### src/rtl/instruction_fetch_stage.sv
// instruction_fetch_stage: IF stage with IF/ID register, single-outstanding imem fetch, bubbles, hold buffer and redirect squash; optional IF_PERF_CNT_EN adds fetch/bubble counters
module instruction_fetch_stage #(
  parameter logic [31:0] RESET_PC  = 32'h0000_0000,
  parameter logic [31:0] NOP_INSTR = 32'h0000_0013
) (
  input  logic        clk_i,
  input  logic        rst_i,
  input  logic        stall_if_i,
  input  logic        busywait_i,
  input  logic        redirect_i,
  input  logic [29:0] redirect_pc_i,
  output logic        imem_req_o,
  output logic [29:0] imem_addr_o,
  input  logic        imem_ack_i,
  input  logic [31:0] imem_rdata_i,
  output logic [29:0] instr_o,
  output logic [29:0] pc_o,
  output logic        instr_valid_o
`ifdef IF_PERF_CNT_EN
  ,
  output logic [31:0] fetch_cnt_o,
  output logic [31:0] fetch_bubble_cnt_o
`endif
);
  typedef enum logic [1:0] {BOOT, REQ, HOLD, DROP} state_t;
  localparam logic [29:0] NOP = NOP_INSTR[31:2];
  state_t state, state_n;
  logic [29:0] fetch_pc_q, fetch_pc_n, drop_addr, drop_addr_n;
  logic [29:0] buf_instr, buf_instr_n, buf_pc, buf_pc_n;
  logic [29:0] instr_n, pc_n;
  logic valid_n, adv, ack, word_ld, bubble_ld;
  logic unused_rdata_lsbs;
  assign unused_rdata_lsbs = ^imem_rdata_i[1:0];
  assign adv = !stall_if_i && !busywait_i && !redirect_i;
  assign imem_req_o = (state == REQ) || (state == DROP);
  // a squashed request keeps its original address until memory answers it
  assign imem_addr_o = (state == DROP) ? drop_addr : fetch_pc_q;
  assign ack = imem_ack_i && imem_req_o;
  // next-state, fetch PC, hold buffer and IF/ID next values
  always_comb begin
    state_n = state;
    fetch_pc_n = fetch_pc_q;
    drop_addr_n = drop_addr;
    buf_instr_n = buf_instr;
    buf_pc_n = buf_pc;
    instr_n = instr_o;
    pc_n = pc_o;
    valid_n = instr_valid_o;
    word_ld = 1'b0;
    bubble_ld = 1'b0;
    if (redirect_i) begin
      fetch_pc_n = redirect_pc_i;
      if (state == DROP) begin
        state_n = ack ? REQ : DROP;
      end else begin
        instr_n = NOP;
        pc_n = '0;
        valid_n = 1'b0;
        buf_instr_n = '0;
        buf_pc_n = '0;
        drop_addr_n = fetch_pc_q;
        state_n = (state == REQ && !ack) ? DROP : REQ;
      end
    end else begin
      case (state)
        BOOT: state_n = REQ;
        REQ: begin
          if (ack && adv) begin
            instr_n = imem_rdata_i[31:2];
            pc_n = fetch_pc_q;
            valid_n = 1'b1;
            fetch_pc_n = fetch_pc_q + 30'd1;
            word_ld = 1'b1;
          end else if (ack) begin
            buf_instr_n = imem_rdata_i[31:2];
            buf_pc_n = fetch_pc_q;
            fetch_pc_n = fetch_pc_q + 30'd1;
            state_n = HOLD;
          end else if (adv) begin
            instr_n = NOP;
            pc_n = '0;
            valid_n = 1'b0;
            bubble_ld = 1'b1;
          end
        end
        HOLD: begin
          if (adv) begin
            instr_n = buf_instr;
            pc_n = buf_pc;
            valid_n = 1'b1;
            buf_instr_n = '0;
            buf_pc_n = '0;
            word_ld = 1'b1;
            state_n = REQ;
          end
        end
        DROP: state_n = ack ? REQ : DROP;
        default: state_n = BOOT;
      endcase
    end
  end
  // state, fetch PC, hold buffer and IF/ID register
  always_ff @(posedge clk_i or posedge rst_i) begin
    if (rst_i) begin
      state <= BOOT;
      fetch_pc_q <= RESET_PC[31:2];
      drop_addr <= '0;
      buf_instr <= '0;
      buf_pc <= '0;
      instr_o <= NOP;
      pc_o <= '0;
      instr_valid_o <= 1'b0;
    end else begin
      state <= state_n;
      fetch_pc_q <= fetch_pc_n;
      drop_addr <= drop_addr_n;
      buf_instr <= buf_instr_n;
      buf_pc <= buf_pc_n;
      instr_o <= instr_n;
      pc_o <= pc_n;
      instr_valid_o <= valid_n;
    end
  end
`ifdef IF_PERF_CNT_EN
  // wrapping counters of delivered words and memory-wait bubbles
  always_ff @(posedge clk_i or posedge rst_i) begin
    if (rst_i) begin
      fetch_cnt_o <= '0;
      fetch_bubble_cnt_o <= '0;
    end else begin
      fetch_cnt_o <= fetch_cnt_o + {31'd0, word_ld};
      fetch_bubble_cnt_o <= fetch_bubble_cnt_o + {31'd0, bubble_ld};
    end
  end
`else
  logic unused_cnt;
  assign unused_cnt = word_ld ^ bubble_ld;
`endif
endmodule

### config.mk
export PLATFORM = sky130hd
export DESIGN_NAME = instruction_fetch_stage
export DESIGN_NICKNAME = d
export VERILOG_FILES = /design/src/rtl/instruction_fetch_stage.sv
export SDC_FILE = /design/constraint.sdc
export NUM_CORES = 1
export LEC_CHECK = 0
export BUFFER_PORTS_ARGS = -buffer_cell sky130_fd_sc_hd__clkbuf_2
export CAP_MARGIN = 20
export CORE_ASPECT_RATIO = 1.25
export CORE_MARGIN = 2
export CORE_UTILIZATION = 40
export CTS_CLUSTER_DIAMETER = 120
export DETAILED_ROUTE_END_ITERATION = 10
export SLEW_MARGIN = 10
export SYNTH_ARGS = -nofsm -noshare
export SYNTH_HDL_FRONTEND = slang
export SYNTH_SLANG_ARGS = --single-unit
### constraint.sdc
create_clock -name clk_i -period 4.8 [get_ports clk_i]
set_input_delay 0.24 -clock clk_i [delete_from_list [all_inputs] [get_ports clk_i]]
set_output_delay 0.24 -clock clk_i [all_outputs]
set_load 0.01 [all_outputs]
# After elaboration in Yosys (flattened, before gate mapping)
# Index checks and enable logic that the tools add are counted.
# W data, S select, Z words.
totals:
  reg_bits: 183
  latchBits: 0
  ram_bits: 0
  romBits: 0
  out_inout_bits: 92
  wordCells: 78
  memories: 0
classes:
  n_addsub: 1
  mul: 0
  div_mod_pow: 0
  order_cmp: 0
  eq_ne: 9
  n_shift: 0
  muxes: 42
  bitwise_logic: 0
  reduce_logical: 18
ops:
  columns: ["operator", "n"]
  rows:
  - ["$mux W30", 23]
  - ["$pmux W30 S2", 4]
  - ["$add A30 B1 Y30 const B", 1]
  - ["$mux W2", 7]
  - ["$reduce_and A5 Y1", 2]
  - ["$ne A3 B3 Y1 const B", 3]
  - ["$ne A4 B3 Y1 const B", 2]
  - ["$pmux W2 S4", 1]
  - ["$mux W1", 6]
  - ["$reduce_bool A3 Y1", 2]
  - ["$logic_and A1 B1 Y1", 5]
  - ["$eq A2 B2 Y1 const B", 2]
  - ["$logic_not A1 Y1", 4]
  - ["$reduce_and A3 Y1", 1]
  - ["$eq A2 B1 Y1 const B", 1]
  - ["$logic_not A2 Y1", 1]
  - ["$ne A2 B2 Y1 const B", 1]
  - ["$pmux W1 S2", 1]
  - ["$reduce_and A2 Y1", 1]
  - ["$reduce_bool A2 Y1", 1]
  - ["$logic_or A1 B1 Y1", 1]

# Depth between registers and ports, before layout
# Gate-level depths: netlist of run 1.
depth:
  word_depth: 8
  ltp_mapped: 7

# Least setup slack after synthesis of run 1
# No wires, ideal clock.
synth_path:
  kind: "flip-flop to flip-flop"
  from: "register fetch_pc_q[0]"
  to: "register fetch_pc_q[16]"
  setup_ns: 0.082
  arrival_time_ns: 1.952
  required_time_ns: 4.718
  slack_ns: 2.766
  path_stages_with_launch: 7
  n_path_buf: 1
  period_less_slack_ns: 2.034
  cell_sequence: "dfrtp_1 ha_1 nand4b_2 or2_2 clkbuf_1 or4_1 a31oi_1"
synth_between:
  elab_chain_cells: 5
synth_rtl:
  columns: ["item", "line_no", "source"]
  rows:
  - ["from (decl)", "28", "logic [29:0] fetch_pc_q, fetch_pc_n, drop_addr, drop_addr_n;"]
  - ["from (signal assigned)", "106", "fetch_pc_q <= RESET_PC[31:2];"]
  - ["from (signal assigned)", "115", "fetch_pc_q <= fetch_pc_n;"]
  - ["$add A30 B1 Y30 (*)", "72, 77", null]
  - ["$mux W30", "74", "end else if (ack) begin"]
  - ["$mux W30 (*)", "68", "if (ack && adv) begin"]
  - ["$mux W30 (*)", "65", "case (state)"]
  - ["$mux W30 (*)", "51", "if (redirect_i) begin"]
# Mark *: on every way between the ends. The rest lies on a longest branch, timed or not. The select of a mux whose other input is x is not followed.
# A chain may end at the register's enable or synchronous reset.

# Final worst setup path of run 1
layout_path:
  from: "register state[0]"
  to: "register buf_pc[18]"
layout_between:
  elab_chain_cells: 6
  word_cells_on_any_way: 14
  cone_classes: "eq/ne: 7; mux: 2; reduce/logical: 5"
layout_rtl:
  columns: ["item", "line_no", "source"]
  rows:
  - ["from (decl)", "27", "state_t state, state_n;"]
  - ["from (signal assigned)", "114", "state <= state_n;"]
  - ["$eq A2 B1 Y1 or $eq A2 B2 Y1 (tied branches)", "35, 65, 53", null]
  - ["$logic_or A1 B1 Y1", "35", "assign imem_req_o = (state == REQ) || (state == DROP);"]
  - ["$logic_and A1 B1 Y1", "38", "assign ack = imem_ack_i && imem_req_o;"]
  - ["$logic_and A1 B1 Y1", "68", null]
  - ["$ne A3 B3 Y1 (no line)", null, null]
  - ["$reduce_and A5 Y1 (no line)", null, null]
  - ["to (signal assigned)", "118", "buf_pc <= buf_pc_n;"]
  - ["to (decl)", "29", "logic [29:0] buf_instr, buf_instr_n, buf_pc, buf_pc_n;"]
# Parallel ways exist; a longest one is shown, timed or not.

==> impl_metrics.csv, run 1 <==
group,metric,value,unit
clocking,hold_buffers,0,
timing,slew_viol_final,0,
grt,grt_overflow_total,0,
place,place.gp.congestion,0.743,
setup_path,cp-end-kind,"flip-flop",
route,avgViaCountPerCell,5.63,
status,status,"complete, no violations",
grt,grt_pass1_vias,6558,
yosys,synth_nets,821,
grt,grt_max_degree,184,
floorplanning,fp.dieW,137,um
min_path,hold_start,"redirect_pc_i[11]",
route,drt_iter0_markers,290,
clocking,cts_tree,"done",
setup_path,start_kind,"flip-flop",
setup_path,critical_path_class,"flip-flop to flip-flop",
layout,fin_nets,935,
timing,max_freq,351,MHz
layout,antenna_cells,0,
power,power.switching,0.00118,W
place,place_hpwl,13.8,mm
route,vias,6524,
setup_path,critical_path_peak_fanout,60,
yosys,synth_flop_cell,"dfrtp_1",
power,peakVddDrop,0.238,mV
timing,rsz0062_at_grt,"no",
clocking,cts.clk_slew.worst_paths,0.07,ns
setup_path,crit_family,"buffers and inverters",
floorplanning,initial_utilization,40.9,%
power,pwr-share-seq,45.9,%
route,wl_per_cell,19.6,um
setup_path,worstPathCellList,"nand2_2, a221oi_4, buf_4, mux2_2",
timing,period_share,59.4,%
place,io_buffers,157,
setup_path,cpPeakStageDelay,0.65,ns
timing,slew-limit-headroom,33.6,%
yosys,async_flop_share,100,%
floorplanning,rows,60,
yosys,postSynthAreaPerCell,11.7,sq um
setup_path,reg2reg_slack,1.95,ns
setup_path,cp.arrival,3.17,ns
clocking,clk_path_buf_depth,2,
clocking,htreeDepth,4,
clocking,cts.sinks,183,
timing,tightest_slew,0.996,ns
power,clockPowerShare,36.3,%
layout,final_area,10400,sq um
setup_path,reg2regPathDepth,4,
floorplanning,boundaryPins,160,
clocking,ctsRootBufferMaster,"clkbuf_16",
place,dpl_cell_area,9790,sq um
power,p_per_area,387,nW/um^2
timing,hold_viol,0,
yosys,synth_edf_count,0,
min_path,worst_hold_path.num_cells,3,
floorplanning,die_h,170,um
grt,antenna_found_initial,0,
grt,grt_pass1_wl,36.1,mm
setup_path,slowest_stage,"buf_4",
yosys,syn_inst,752,
timing,finalSetupViolCount,0,
route,antenna_left,0,
min_path,hold_class,"input port to flip-flop",
setup_path,rr_endpoint,"buf_pc[18]",
setup_path,crit_required,5.12,ns
power,p_leak,5.03,nW
route,drt-total-wl,22.7,mm
power,p_comb_share,17.8,%
floorplanning,core_area,21500,sq um
yosys,syn-cell-area,8800,sq um
layout,drive_gt1_share,39.9,%
route,drc,0,
clocking,cts_resized,0,
power,power.internal,0.00285,W
setup_path,rr_startpoint,"state[0]",
timing,holdWs,0.0222,ns
grt,grt.total_usage,20.0,%
route,firstDrtPassIters,4,
layout,area_growth,18.1,%
timing,final.min_clock_period,2.85,ns
timing,final.setup_skew,0.00936,ns
timing,setup-tns-final,0,ns
yosys,synth_warnings,0,
clocking,clock_latency,0.43,ns
run,maxCapViolations,0,
clocking,postCtsSetupBuffers,0,
floorplanning,dieArea,23200,sq um
yosys,postSynthRegisterBits,183,
yosys,ys_types,48,
setup_path,cp_num_buf_inv,1,
power,switching_share,29.4,%
clocking,cts_buffers,17,
yosys,ys_seq_area_share,52.0,%
min_path,hold_path_end,"fetch_pc_q[11]",
## final cells by class
cell class,instances,area [sq um]
fill,1992,11100
sequential,183,4580
multi-input combinational,484,3930
timing repair buffer,168,883
clock buffer,17,425
tap,279,349
clock inverter,15,180
inverter,12,48.8
## cells by family (layout without fill, tap and decap cells)
group,after synthesis,after routing,share of synthesized area (%)
DFF,183,183,52.0
and+or+nand+nor,177,177,11.3
AOI/OAI and AO/OA,168,168,15.9
muxes,126,126,15.6
buffers and inverters,85,212,3.82
xor gates and xnor gates,12,12,1.19
adders and majority gates,1,1,0.142
## layer usage
| metal | part of all wire [%] | track usage (%) | up-vias |
|---|---|---|---|
| met2 | 49 | 33.2 | 128 |
| met5 | 0 | 0 | - |
| li1 | - | - | 3048 |
| met3 | 4.8 | 5.06 | 23 |
| met1 | 44 | 25.6 | 3325 |
| met4 | 1.9 | 6.34 | 0 |
## placed cells by master (no fill, tap or decap), types with 12 or more instances in the layout
cell and count:
dfrtp_1 182, clkbuf_2 156, mux2_2 86, nand4_1 60
a21bo_2 52, mux2i_1 40, o2bb2ai_1 40, nand2_1 27
nor2_1 23, a22o_1 18, clkbuf_16 17, o21ai_0 16
nand3_1 13, or4_1 13, nor3_1 12, o31ai_1 12
## power groups by stage
| stage | logic (W) | clock network, W | registers [W] |
|---|---|---|---|
| floorplan | 0.000501 | 0 | 0.00184 |
| global placement | 0.000719 | 0 | 0.00187 |
| detailed placement | 0.000731 | 0 | 0.00188 |
| CTS | 0.000733 | 0.00150 | 0.00185 |
| global route | 0.000792 | 0.00156 | 0.00188 |
| finish | 0.000716 | 0.00146 | 0.00185 |
## cell usage after synthesis, types with 10 or more instances
library cell,number,area [sq um]
xnor2_1,10,87.6
a21bo_2,52,521
a22o_1,18,158
mux2_2,86,968
a31oi_1,11,68.8
nand2_1,28,105
inv_1,11,41.3
nor2_1,24,90.1
nand4_1,60,375
o2bb2ai_1,40,350
or4_1,13,97.6
nor3_1,12,60.1
o21ai_0,16,80.1
o31ai_1,12,90.1
dfrtp_1,182,4550
clkbuf_1,56,210
mux2i_1,40,400
nand3_1,13,65.1
## how the worst max path moves through the flow
stage | start | end | slack, ns | cells past startpoint
2_1_floorplan | rst_i | buf_instr[0] | 2.21 | 1
5_1_grt | state[0] | buf_pc[18] | 1.72 | 4
6_report | state[0] | buf_pc[18] | 1.95 | 4
3_3_place_gp | state[0] | buf_pc[23] | 1.91 | 4
4_1_cts | state[0] | buf_pc[18] | 1.87 | 4
3_5_place_dp | state[0] | buf_pc[18] | 1.89 | 4
## tightest hold or removal path, stage by stage
cell      delay (ns)
clkbuf_2        0.07
nand2_1         0.04
o21ai_0         0.05
## sequential cells by signal (all words and copies together) (netlist names)
| register | cells |
|---|---|
| buf_instr | 30 |
| buf_pc | 30 |
| drop_addr | 30 |
| fetch_pc_q | 30 |
| instr_o | 30 |
| pc_o | 30 |
| state | 2 |
| instr_valid_o | 1 |
## per-stage QoR
step                      total power, W  util [%]  setup slack [ns]  cells
final                            0.00403      48.3              1.95   1158
after global routing             0.00423      48.3              1.72   1158
after CTS                        0.00408      48.3              1.87   1158
after detailed placement         0.00261      45.5              1.89   1126
after global placement           0.00259      45.5              1.91   1126
after floorplan                  0.00234         -              2.21    752
Power figures use the tool's default switching activity.
==> run 2: changes to the inputs <==
==> constraint.sdc (replaced) <==
create_clock -name clk_i -period 2.75 [get_ports clk_i]
set_input_delay 0.1375 -clock clk_i [delete_from_list [all_inputs] [get_ports clk_i]]
set_output_delay 0.1375 -clock clk_i [all_outputs]
set_load 0.01 [all_outputs]
==> impl_metrics.csv, run 2 (synthesized netlist as in run 1, its figures left out) <==
group,metric,value,unit
grt,grt_pass1_vias,6957,
layout,mostFrequentLayoutCell,"dfrtp_1",
place,place.gp.congestion,0.765,
clocking,ctsRootBufferMaster,"clkbuf_16",
setup_path,crit_required,2.61,ns
layout,final_cell_mix,"dfrtp_1, clkbuf_2, mux2_2",
timing,tightest_slew,0.912,ns
power,peakVddDrop,0.444,mV
route,avgViaCountPerCell,5.62,
clocking,cts.clk_slew.worst_paths,0.07,ns
clocking,cts_resized,0,
power,power.switching,0.00202,W
setup_path,reg2reg_slack,0.55,ns
route,drt_iter0_markers,262,
floorplanning,fp.dieW,137,um
power,switching_share,26.6,%
floorplanning,initial_utilization,40.9,%
layout,area_growth,25.7,%
power,clockPowerShare,39.9,%
timing,finalSetupViolCount,0,
timing,final.min_clock_period,2.28,ns
place,dpl_cell_area,9930,sq um
clocking,cts_tree,"done",
power,total_power,0.00759,W
layout,fin_nets,989,
clocking,cts.sinks,183,
power,p_leak,5.33,nW
timing,max_freq,439,MHz
timing,holdWs,0.00839,ns
floorplanning,boundaryPins,160,
grt,grt.total_usage,20.7,%
grt,grt_overflow_total,0,
clocking,clk_path_buf_depth,2,
place,post-place-ws,0.575,ns
setup_path,critical_path_peak_fanout,13,
layout,seq_area,4580,sq um
timing,hold_viol,0,
layout,n_fill_cell,1886,
route,drc,0,
grt,grt_max_degree,78,
grt,antenna_found_initial,0,
min_path,hold_class,"input port to flip-flop",
timing,rsz0062_at_grt,"no",
status,status,"complete, no violations",
floorplanning,die_h,170,um
place,io_buffers,157,
layout,antenna_cells,0,
layout,final_area,11100,sq um
route,antenna_left,0,
grt,grt_pass1_wl,37.6,mm
power,pwr-share-seq,42.6,%
floorplanning,rows,60,
floorplanning,core_area,21500,sq um
run,maxCapViolations,0,
route,drt-total-wl,23.1,mm
layout,multiInputGateArea,3930,sq um
timing,slew-limit-headroom,39.2,%
power,power.internal,0.00557,W
timing,final.setup_skew,0.00700,ns
clocking,cts_buffers,17,
place,place_hpwl,14.9,mm
setup_path,cp-end-kind,"primary output",
layout,drive_gt1_share,39.0,%
timing,period_share,82.9,%
route,firstDrtPassIters,4,
power,p_per_area,686,nW/um^2
timing,setup_slack,0.471,ns
route,wl_per_cell,19.1,um
setup_path,cp.arrival,2.14,ns
setup_path,critical_path_class,"flip-flop to primary output",
setup_path,start_kind,"flip-flop",
timing,setup-tns-final,0,ns
timing,slew_viol_final,0,
clocking,clock_latency,0.43,ns
power,p_comb_share,17.6,%
route,vias,6806,
floorplanning,dieArea,23200,sq um
clocking,htreeDepth,4,
run 2: power by group through the flow:
stage / clock, W / sequential, W / combinational [W]
finish: 0.00303 / 0.00323 / 0.00133
global route: 0.00318 / 0.00328 / 0.00147
CTS: 0.00309 / 0.00323 / 0.00136
detailed placement: 0 / 0.00328 / 0.00131
global placement: 0 / 0.00327 / 0.00129
floorplan: 0 / 0.00321 / 0.000875
run 2: stage by stage:
stage                     util (%)  cells
after floorplan                  -    752
after global placement        46.1   1139
after detailed placement      46.1   1139
after CTS                     51.4   1212
after global routing          51.4   1212
final                         51.4   1212
run 2: timing repair:
action	in CTS	in global routing
buffers inserted	0	0
setup endpoints to repair	0	0
endpoints found under the hold margin	59	0
hold buffers	41	0
run 2: area by class of cell:
cell class              instances  share of cell area [%]
clock buffers                  18                    3.97
clock inverters                14                    2.62
inverters                      12                   0.441
multi-input cells             484                    35.5
flip-flops and latches        183                    41.4
well taps                     279                    3.15
repair buffers                222                    12.9
run 2: worst max-delay path, cell delays in order (launching register included):
cell      delay, ns
dfrtp_1        0.50
nand2_2        0.39
buf_4          0.31
mux2_2         0.37
clkbuf_2       0.14
run 2: final timing paths:
kind                                        from               to  cells past startpoint
worst max-delay path                    state[0]  imem_addr_o[28]                      4
worst max register to register     fetch_pc_q[8]   fetch_pc_q[24]                      4
worst min register to register     buf_instr[27]    buf_instr[27]                      1
max in group asynchronous                  rst_i   fetch_pc_q[16]                      4
min in group asynchronous                  rst_i      instr_o[29]                      3
worst min-delay path            imem_rdata_i[16]      instr_o[14]                      3
run 2: metal layers:
metal / track usage (%) / share of wire [%] / up-vias
met5: 0 / 0 / -
met1: 26.4 / 43 / 3478
met3: 4.35 / 4.5 / 28
met2: 34.8 / 50 / 150
met4: 7.07 / 1.9 / 0
li1: - / - / 3150
